**config.mk**
```make
export PLATFORM = sky130hd
export DESIGN_NAME = button_debouncer_flat
export DESIGN_NICKNAME = d
export VERILOG_FILES = /design/src/rtl/button_pkg.sv /design/src/rtl/button_debouncer_if.sv /design/src/rtl/sync_2ff.sv /design/src/rtl/button_debouncer.sv /design/src/flat_wrapper.sv
export SDC_FILE = /design/constraint.sdc
export NUM_CORES = 1
export LEC_CHECK = 0
export ABC_CLOCK_PERIOD_IN_PS = 7200
export CORE_ASPECT_RATIO = 0.6
export CORE_MARGIN = 5
export CORE_UTILIZATION = 56
export CTS_CLUSTER_DIAMETER = 30
export DETAILED_ROUTE_END_ITERATION = 10
export PLACE_DENSITY = 0.75
export SLEW_MARGIN = 20
export SYNTH_ARGS = -nofsm -noshare
export SYNTH_HDL_FRONTEND = slang
export SYNTH_SLANG_ARGS = --single-unit
export TNS_END_PERCENT = 50
```
**constraint.sdc**
```tcl
create_clock -name clk -period 7.2 [get_ports clk]
set_input_delay 1.08 -clock clk [delete_from_list [all_inputs] [get_ports clk]]
set_output_delay 1.08 -clock clk [all_outputs]
set_load 0.1 [all_outputs]
```
**src/rtl/button_pkg.sv**
```systemverilog
// Shared types and helpers for the push-button input conditioner.
package button_pkg;

  typedef enum logic [1:0] {
    RELEASED,
    PRESS_WAIT,
    PRESSED,
    RELEASE_WAIT
  } btn_state_e;

  // Cycles of a clock at freq_hz spanning `amount` time units (units_per_s per second).
  function automatic int cycles_from_time(input int freq_hz, input int amount,
                                          input int units_per_s);
    return (freq_hz / units_per_s) * amount;
  endfunction

endpackage

```
**src/rtl/button_debouncer_if.sv**
```systemverilog
// Raw pin plus conditioned level, event pulses and press count of one button.
interface button_debouncer_if;
  logic       btn_in;
  logic       btn_level;
  logic       btn_press;
  logic       btn_release;
  logic       btn_long;
  logic [7:0] press_count;

  modport master (
    output btn_in,
    input  btn_level, btn_press, btn_release, btn_long, press_count
  );

  modport slave (
    input  btn_in,
    output btn_level, btn_press, btn_release, btn_long, press_count
  );
endinterface

```
**src/rtl/sync_2ff.sv**
```systemverilog
// Two-flop synchroniser for an asynchronous single-bit input.
module sync_2ff #(
  parameter logic RESET_VAL = 1'b0
) (
  input  logic clk,
  input  logic rst_n,
  input  logic d,
  output logic q
);
  logic meta;

  // NOTE: sequential state uses non-blocking assignments so every flop samples pre-edge values.
  always_ff @(posedge clk or negedge rst_n) begin
    if (!rst_n) begin
      meta <= RESET_VAL;
      q    <= RESET_VAL;
    end else begin
      meta <= d;
      q    <= meta;
    end
  end
endmodule

```
**src/rtl/button_debouncer.sv**
```systemverilog
// Debounces one mechanical button: synchronise, filter bounce, emit level,
// press/release/long-press pulses and a wrapping press count.
module button_debouncer
  import button_pkg::*;
#(
  parameter int CLK_FREQ      = 80000000,
  parameter int DEBOUNCE_US   = 10000,
  parameter int LONG_PRESS_MS = 1000,
  parameter bit ACTIVE_LOW_IN = 1'b1
) (
  input logic          clk,
  input logic          reset,
  button_debouncer_if.slave bus
);
  localparam int DEBOUNCE_CYCLES = cycles_from_time(CLK_FREQ, DEBOUNCE_US, 1000000);
  localparam int LONG_CYCLES     = cycles_from_time(CLK_FREQ, LONG_PRESS_MS, 1000);
  localparam int CW = (DEBOUNCE_CYCLES > 1) ? $clog2(DEBOUNCE_CYCLES) : 1;
  localparam int LW = $clog2(LONG_CYCLES + 1);

  localparam logic [CW-1:0] CNT_LAST  = CW'(DEBOUNCE_CYCLES - 1);
  localparam logic [LW-1:0] LONG_LAST = LW'(LONG_CYCLES - 1);
  localparam logic [LW-1:0] LONG_MAX  = LW'(LONG_CYCLES);

  if (DEBOUNCE_CYCLES < 2 || LONG_CYCLES <= DEBOUNCE_CYCLES) begin : g_bad_params
    $error("button_debouncer: need DEBOUNCE_CYCLES >= 2 and LONG_CYCLES > DEBOUNCE_CYCLES");
  end

  logic s;

  sync_2ff #(.RESET_VAL(1'b0)) u_sync (
    .clk  (clk),
    .rst_n(reset),
    .d    (bus.btn_in ^ ACTIVE_LOW_IN),
    .q    (s)
  );

  btn_state_e    state_q, state_d;
  logic [CW-1:0] cnt_q, cnt_d;
  logic [LW-1:0] long_cnt_q, long_cnt_d;
  logic [7:0]    count_q, count_d;
  logic          level_q, level_d;
  logic          press_q, press_d;
  logic          release_q, release_d;
  logic          long_q, long_d;

  always_ff @(posedge clk or negedge reset) begin
    if (!reset) begin
      state_q    <= RELEASED;
      cnt_q      <= '0;
      long_cnt_q <= '0;
      count_q    <= '0;
      level_q    <= 1'b0;
      press_q    <= 1'b0;
      release_q  <= 1'b0;
      long_q     <= 1'b0;
    end else begin
      state_q    <= state_d;
      cnt_q      <= cnt_d;
      long_cnt_q <= long_cnt_d;
      count_q    <= count_d;
      level_q    <= level_d;
      press_q    <= press_d;
      release_q  <= release_d;
      long_q     <= long_d;
    end
  end

  // NOTE: every combinational output gets a default first so no path infers a latch.
  always_comb begin
    state_d    = state_q;
    cnt_d      = cnt_q;
    long_cnt_d = long_cnt_q;
    count_d    = count_q;
    press_d    = 1'b0;
    release_d  = 1'b0;
    long_d     = 1'b0;

    unique case (state_q)
      RELEASED: begin
        if (s) begin
          state_d = PRESS_WAIT;
          cnt_d   = '0;
        end
      end
      PRESS_WAIT: begin
        if (!s) begin
          state_d = RELEASED;
        end else if (cnt_q == CNT_LAST) begin
          state_d    = PRESSED;
          press_d    = 1'b1;
          count_d    = count_q + 8'd1;
          long_cnt_d = '0;
        end else begin
          cnt_d = cnt_q + CW'(1);
        end
      end
      PRESSED: begin
        if (!s) begin
          state_d = RELEASE_WAIT;
          cnt_d   = '0;
        end else begin
          // Saturating at LONG_CYCLES keeps long_cnt off LONG_LAST, so the pulse fires once.
          if (long_cnt_q != LONG_MAX) long_cnt_d = long_cnt_q + LW'(1);
          if (long_cnt_q == LONG_LAST) long_d = 1'b1;
        end
      end
      RELEASE_WAIT: begin
        if (s) begin
          state_d = PRESSED;
        end else if (cnt_q == CNT_LAST) begin
          state_d   = RELEASED;
          release_d = 1'b1;
        end else begin
          cnt_d = cnt_q + CW'(1);
        end
      end
      default: state_d = RELEASED;
    endcase

    level_d = (state_d == PRESSED) || (state_d == RELEASE_WAIT);
  end

  assign bus.btn_level   = level_q;
  assign bus.btn_press   = press_q;
  assign bus.btn_release = release_q;
  assign bus.btn_long    = long_q;
  assign bus.press_count = count_q;
endmodule
```
**src/flat_wrapper.sv**
```systemverilog
// flat-port wrapper written by rule: the top's interface ports become plain ports
module button_debouncer_flat import button_pkg::*;
#(
  parameter int CLK_FREQ      = 80000000,
  parameter int DEBOUNCE_US   = 10000,
  parameter int LONG_PRESS_MS = 1000,
  parameter bit ACTIVE_LOW_IN = 1'b1
)
  (clk, reset, bus_btn_in, bus_btn_level, bus_btn_press, bus_btn_release, bus_btn_long, bus_press_count);
  button_debouncer_if bus_i ();
  input logic clk;
  input logic reset;
  input wire logic [$bits(bus_i.btn_in)-1:0] bus_btn_in;
  output wire logic [$bits(bus_i.btn_level)-1:0] bus_btn_level;
  output wire logic [$bits(bus_i.btn_press)-1:0] bus_btn_press;
  output wire logic [$bits(bus_i.btn_release)-1:0] bus_btn_release;
  output wire logic [$bits(bus_i.btn_long)-1:0] bus_btn_long;
  output wire logic [$bits(bus_i.press_count)-1:0] bus_press_count;
  assign bus_i.btn_in = bus_btn_in;
  assign bus_btn_level = bus_i.btn_level;
  assign bus_btn_press = bus_i.btn_press;
  assign bus_btn_release = bus_i.btn_release;
  assign bus_btn_long = bus_i.btn_long;
  assign bus_press_count = bus_i.press_count;
  button_debouncer #(.CLK_FREQ(CLK_FREQ), .DEBOUNCE_US(DEBOUNCE_US), .LONG_PRESS_MS(LONG_PRESS_MS), .ACTIVE_LOW_IN(ACTIVE_LOW_IN)) u_core (.clk(clk), .reset(reset), .bus(bus_i));
endmodule
```
Word level (Yosys, flattened, before mapping)
Index checks and enable logic that the tools add are counted.

Register bits after elaboration: 63. Bits in latches: 0. Memory bits (writable): 0. Bits in read-only memories: 0. Output and inout port bits: 12. Logic and storage cells: 61. Memories: 0.

$add $sub $neg: 3. Multiply operators: 0. Div/mod/pow operators: 0. Magnitude comparators: 0. Eq/ne operators: 15. Shift operators: 0. Multiplexer cells: 26. Bitwise operators: 1. Reduce and logical (&&, ||, !) cells: 6.

Operators by type and width (count): $mux W27 (4); $mux W20 (5); $pmux W20 S4 (1); $pmux W27 S2 (1); $add A27 B1 Y27 const B (1); $eq A27 B27 Y1 const B (1); $ne A27 B27 Y1 const B (1); $add A20 B1 Y20 const B (1); $eq A20 B20 Y1 const B (1); $mux W2 (6); $ne A2 B2 Y1 const B (5); $add A8 B1 Y8 const B (1); $eq A2 B2 Y1 const B (4); $mux W1 (8); $pmux W2 S4 (1); $reduce_and A5 Y1 (1); $ne A2 B1 Y1 const B (2); $reduce_and A4 Y1 (1); $reduce_and A3 Y1 (1); $eq A2 B1 Y1 const B (1); $logic_not A2 Y1 (1); $reduce_bool A2 Y1 (1); $logic_or A1 B1 Y1 (1); $not A1 Y1 (1).

Depth between registers and ports, before layout
Word-level depth: 6. Mapped depth: 9. Mapped depth without buffers: 6.

By module
A second synthesis with hierarchy kept.

Cells, all modules: 351. Area total of the unflattened synthesis: 3497.1 µm².

By module, submodules not included: button_debouncer (instances 1, cells each 349, area each 3447.1 µm², sequential area each 1501.4 µm²); sync_2ff (instances 1, cells each 2, area each 50.0 µm², sequential area each 50.0 µm²).

Worst setup path after synthesis
OpenSTA, ideal clock, no wires.

Path type: register to register. From: register u_core.cnt_q[14]. To: register u_core.long_cnt_q[17]. Library setup time: 0.078 ns. Arrival time: 2.571 ns. Data required time: 7.122 ns. Slack: 4.551 ns. Stages on the path, launching flop included: 8. Cell sequence: dfrtp_1 > or4b_1 > or4_1 > buf_2 > o31a_1 > buf_2 > or4_1 > a21oi_1.

Longest elaborated chain between the ends: 3.

RTL lines: start: declaration (RTL line button_debouncer.sv:38) `logic [CW-1:0] cnt_q, cnt_d;`; start signal: assignment (RTL line button_debouncer.sv:58) `cnt_q <= cnt_d;`; $eq A20 B20 Y1 (RTL line button_debouncer.sv:88) `end else if (cnt_q == CNT_LAST) begin`; $ne A2 B1 Y1 (no source line); $reduce_and A5 Y1 (no source line); end signal: assignment (RTL line button_debouncer.sv:59) `long_cnt_q <= long_cnt_d;`; end: declaration (RTL line button_debouncer.sv:39) `logic [LW-1:0] long_cnt_q, long_cnt_d;`.

No other way between the ends. A chain may end at the register's enable or synchronous reset.

Worst setup path in the final report
From: register u_core.count_q[4], in the netlist u_core.bus.press_count[4]. To: output bus_press_count[4].

RTL lines: start: declaration (RTL line button_debouncer.sv:40) `logic [7:0] count_q, count_d;`; start signal: assignment (RTL line button_debouncer.sv:60) `count_q <= count_d;`; end: declaration (RTL line flat_wrapper.sv:18) `output wire logic [$bits(bus_i.press_count)-1:0] bus_press_count;`.

No word-level cell between the ends.

==> flow_metrics.tcl <==
set metrics [dict create \
    fin_cells 458 \
    port_buffers 14 \
    p_leak_nw 1.47 \
    drv_slew 0 \
    fmax_mhz 328 \
    io_pins 15 \
    slew_headroom 0.340 \
    outcome "finished, final reports clean" \
    grt_pass1_wl_mm 13.3 \
    area_delta_synth_final_pct 12.8 \
    crit_arrival_ps 1970 \
    syn_area_per_cell_sq_um 9.23 \
    overflow 0 \
    drt_iter0_drc 296 \
    cts_num_sinks 63 \
    first_pass_iters 5 \
    dp.cells 442 \
    die_w_microns 109 \
    grtUsageTotal 0.221 \
    via_count 2941 \
    die_y_microns 69.7 \
    stdcell_area_sq_mm 0.00375 \
    tns_ps 0 \
    async_flop_share 1.00 \
    ys_seq_area_frac 0.475 \
    finalCriticalPeriod_ps 3050 \
    r2r-start "u_core.state_q[0]$_DFF_PN0_" \
    path_delay_family "buffers and inverters" \
    slowest_delay_ps 1180 \
    synth_flop_cell "dfrtp_1" \
    period_share 0.424 \
    dp_hpwl_mm 5.27 \
    synthTopCellsByCount "63 x dfrtp_1, 34 x nand2_1, 32 x a21oi_1" \
    viasPerCell 6.42 \
    core_area_sq_mm 0.00568 \
    worstPathBufferInverterCount 1 \
    synth.most_common_cell "dfrtp_1" \
    maxCapViolations 0 \
    cp_max_fo 4 \
    clk_latency_ps 340 \
    die_area_sq_mm 0.00762 \
    cp_cell_sequence "clkdlybuf4s50_1" \
    rsz0062_at_grt "no" \
    start_util 0.585 \
    crit_type "flip-flop to primary output" \
    drc 0 \
    hp-start "u_core.u_sync.meta$_DFF_PN0_" \
    critPathRequiredTime_ps 6120 \
    crit_path_end_kind "primary output" \
    max-vdd-ir-drop_mv 0.109 \
    synthCells 360 \
    root_buffer "clkbuf_8" \
    n_antenna_cell 0 \
    synth_edf_count 0 \
    first_global_vias 2640 \
    whs_endpoint "u_core.u_sync.q$_DFF_PN0_" \
    powerDensity_mw_per_mm2 192 \
    crit_slowest_cell "clkdlybuf4s50_1" \
    cts_made_buffers 9 \
    r2r_end "u_core.long_cnt_q[18]$_DFFE_PN0P_" \
    antenna_found_initial 0 \
    row_count 21 \
    finalClockSkew_ps 10.4 \
    synth_top_area_frac 0.475 \
    post_cts_buffers 0 \
    synth_area_leader_cell "dfrtp_1" \
    drive_above_1_share 0.0661 \
    cts_tree "built" \
    setup_violations 0 \
    critPathLaunchType "flip-flop" \
    r2r_cells 6 \
    clock_path_buffers 2 \
    placed_area_sq_mm 0.00353 \
    gp_congestion 0.901 \
    nNetsFinal 380 \
    cts_hold_buffers 0 \
    synth_nets 367 \
    worstMarginPinSlew_ps 988 \
    htreeDepth 3 \
    clk_pin_slew_ps 70 \
    hold_path_depth 0 \
    reg2reg_slack_ps 4220 \
    drtAntennaViolNets 0 \
    holdCritPathClass "flip-flop to flip-flop" \
    yosysWarnings 0 \
    fillers 465 \
    power_mw 0.721 \
    syn_area_sq_mm 0.00332 \
    synth.area.top_cells "dfrtp_1 47%, a21oi_1 4.8%, nand2_1 3.8%" \
    drt_wl_total_mm 7.83 \
    ys_seq_elements 63 \
    wire_per_inst_microns 17.1 \
    ys_types 41 \
    grt_max_degree 64 \
    final_hold_viol_count 0 \
    cts_resized 0 \
]
[cells by family (layout without fill, tap and decap cells)]
group / count (synthesis) / in the layout / share of synthesized area
simple gates: 170 / 170 / 0.290
compound gates: 80 / 80 / 0.140
flops: 63 / 63 / 0.475
buf+inv: 24 / 42 / 0.0294
xor+xnor: 18 / 18 / 0.0475
fa+ha+maj: 4 / 4 / 0.0151
mux: 1 / 1 / 0.00301
[stage by stage]
step | utilization | setup slack [ps] | hold WS [ps]
2_1_floorplan | - | 4550 | 331
4_1_cts | 0.660 | 4130 | 357
6_report | 0.660 | 4150 | 358
5_1_grt | 0.660 | 4070 | 367
3_3_place_gp | 0.621 | 4400 | 332
3_5_place_dp | 0.621 | 4270 | 342
[cell type report]
cell class	instances	area (sq um)	area share
clock inverters	7	96.3	0.0257
repair buffers	18	165	0.0441
multi-input cells	273	1660	0.442
inverters	8	30.0	0.00801
well taps	80	100	0.0267
flip-flops and latches	63	1580	0.421
clock buffers	9	124	0.0330
[power by group]
| group | switching (mW) | leakage, nW | total, mW | internal, mW |
|---|---|---|---|---|
| clock | 0.146 | 0.114 | 0.342 | 0.196 |
| sequential | 0.00480 | 0.871 | 0.362 | 0.357 |
| combinational | 0.0130 | 0.488 | 0.0177 | 0.00470 |
[metal layers]
| metal | wire length, microns | up-vias | share of wire | GRT usage |
|---|---|---|---|---|
| met3 | 632 | 14 | 0.081 | 0.0567 |
| met5 | 0 | - | 0 | 0 |
| li1 | - | 1382 | - | - |
| met2 | 3000 | 126 | 0.38 | 0.260 |
| met1 | 4110 | 1419 | 0.52 | 0.375 |
| met4 | 91 | 0 | 0.012 | 0.0678 |
[placed cells by master (no fill, tap or decap), drive strengths merged, types with 2 or more instances in the layout]
cell type / n
a21oi: 32
and2: 2
and3: 9
and4: 3
buf: 5
bufinv: 2
clkbuf: 9
clkdlybuf4s50: 13
clkinv: 4
dfrtp: 63
ha: 4
inv: 9
nand2: 34
nand2b: 5
nand3: 19
nand4: 18
nor2: 15
nor3: 10
nor4: 10
nor4b: 3
nor4bb: 2
o21ai: 24
o311ai: 2
o31ai: 14
o41ai: 2
or3: 19
or4: 13
or4b: 4
xnor2: 12
xor2: 6
[how the worst max path moves through the flow]
stage                                          startpoint                           endpoint  slack [ps]  depth (start not counted)
finish              u_core.bus.press_count[4]$_DFFE_PN0P_                 bus_press_count[4]        4150                          1
global route                  u_core.state_q[0]$_DFF_PN0_  u_core.long_cnt_q[11]$_DFFE_PN0P_        4070                          6
CTS                 u_core.bus.press_count[4]$_DFFE_PN0P_                 bus_press_count[4]        4130                          1
detailed placement            u_core.state_q[0]$_DFF_PN0_  u_core.long_cnt_q[18]$_DFFE_PN0P_        4270                          6
global placement              u_core.state_q[0]$_DFF_PN0_  u_core.long_cnt_q[11]$_DFFE_PN0P_        4400                          6
floorplan                    u_core.cnt_q[14]$_DFFE_PN0P_  u_core.long_cnt_q[17]$_DFFE_PN0P_        4550                          7
[state kept, by name, summed over array words and instances (netlist names)]
signal and flops:
u_core.bus.btn_long 1, u_core.u_sync.meta 1, u_core.bus.btn_press 1, u_core.cnt_q 20, u_core.bus.btn_release 1, u_core.state_q 2, u_core.bus.btn_level 1, u_core.u_sync.q 1
u_core.bus.press_count 8, u_core.long_cnt_q 27
Power figures use the tool's default switching activity.
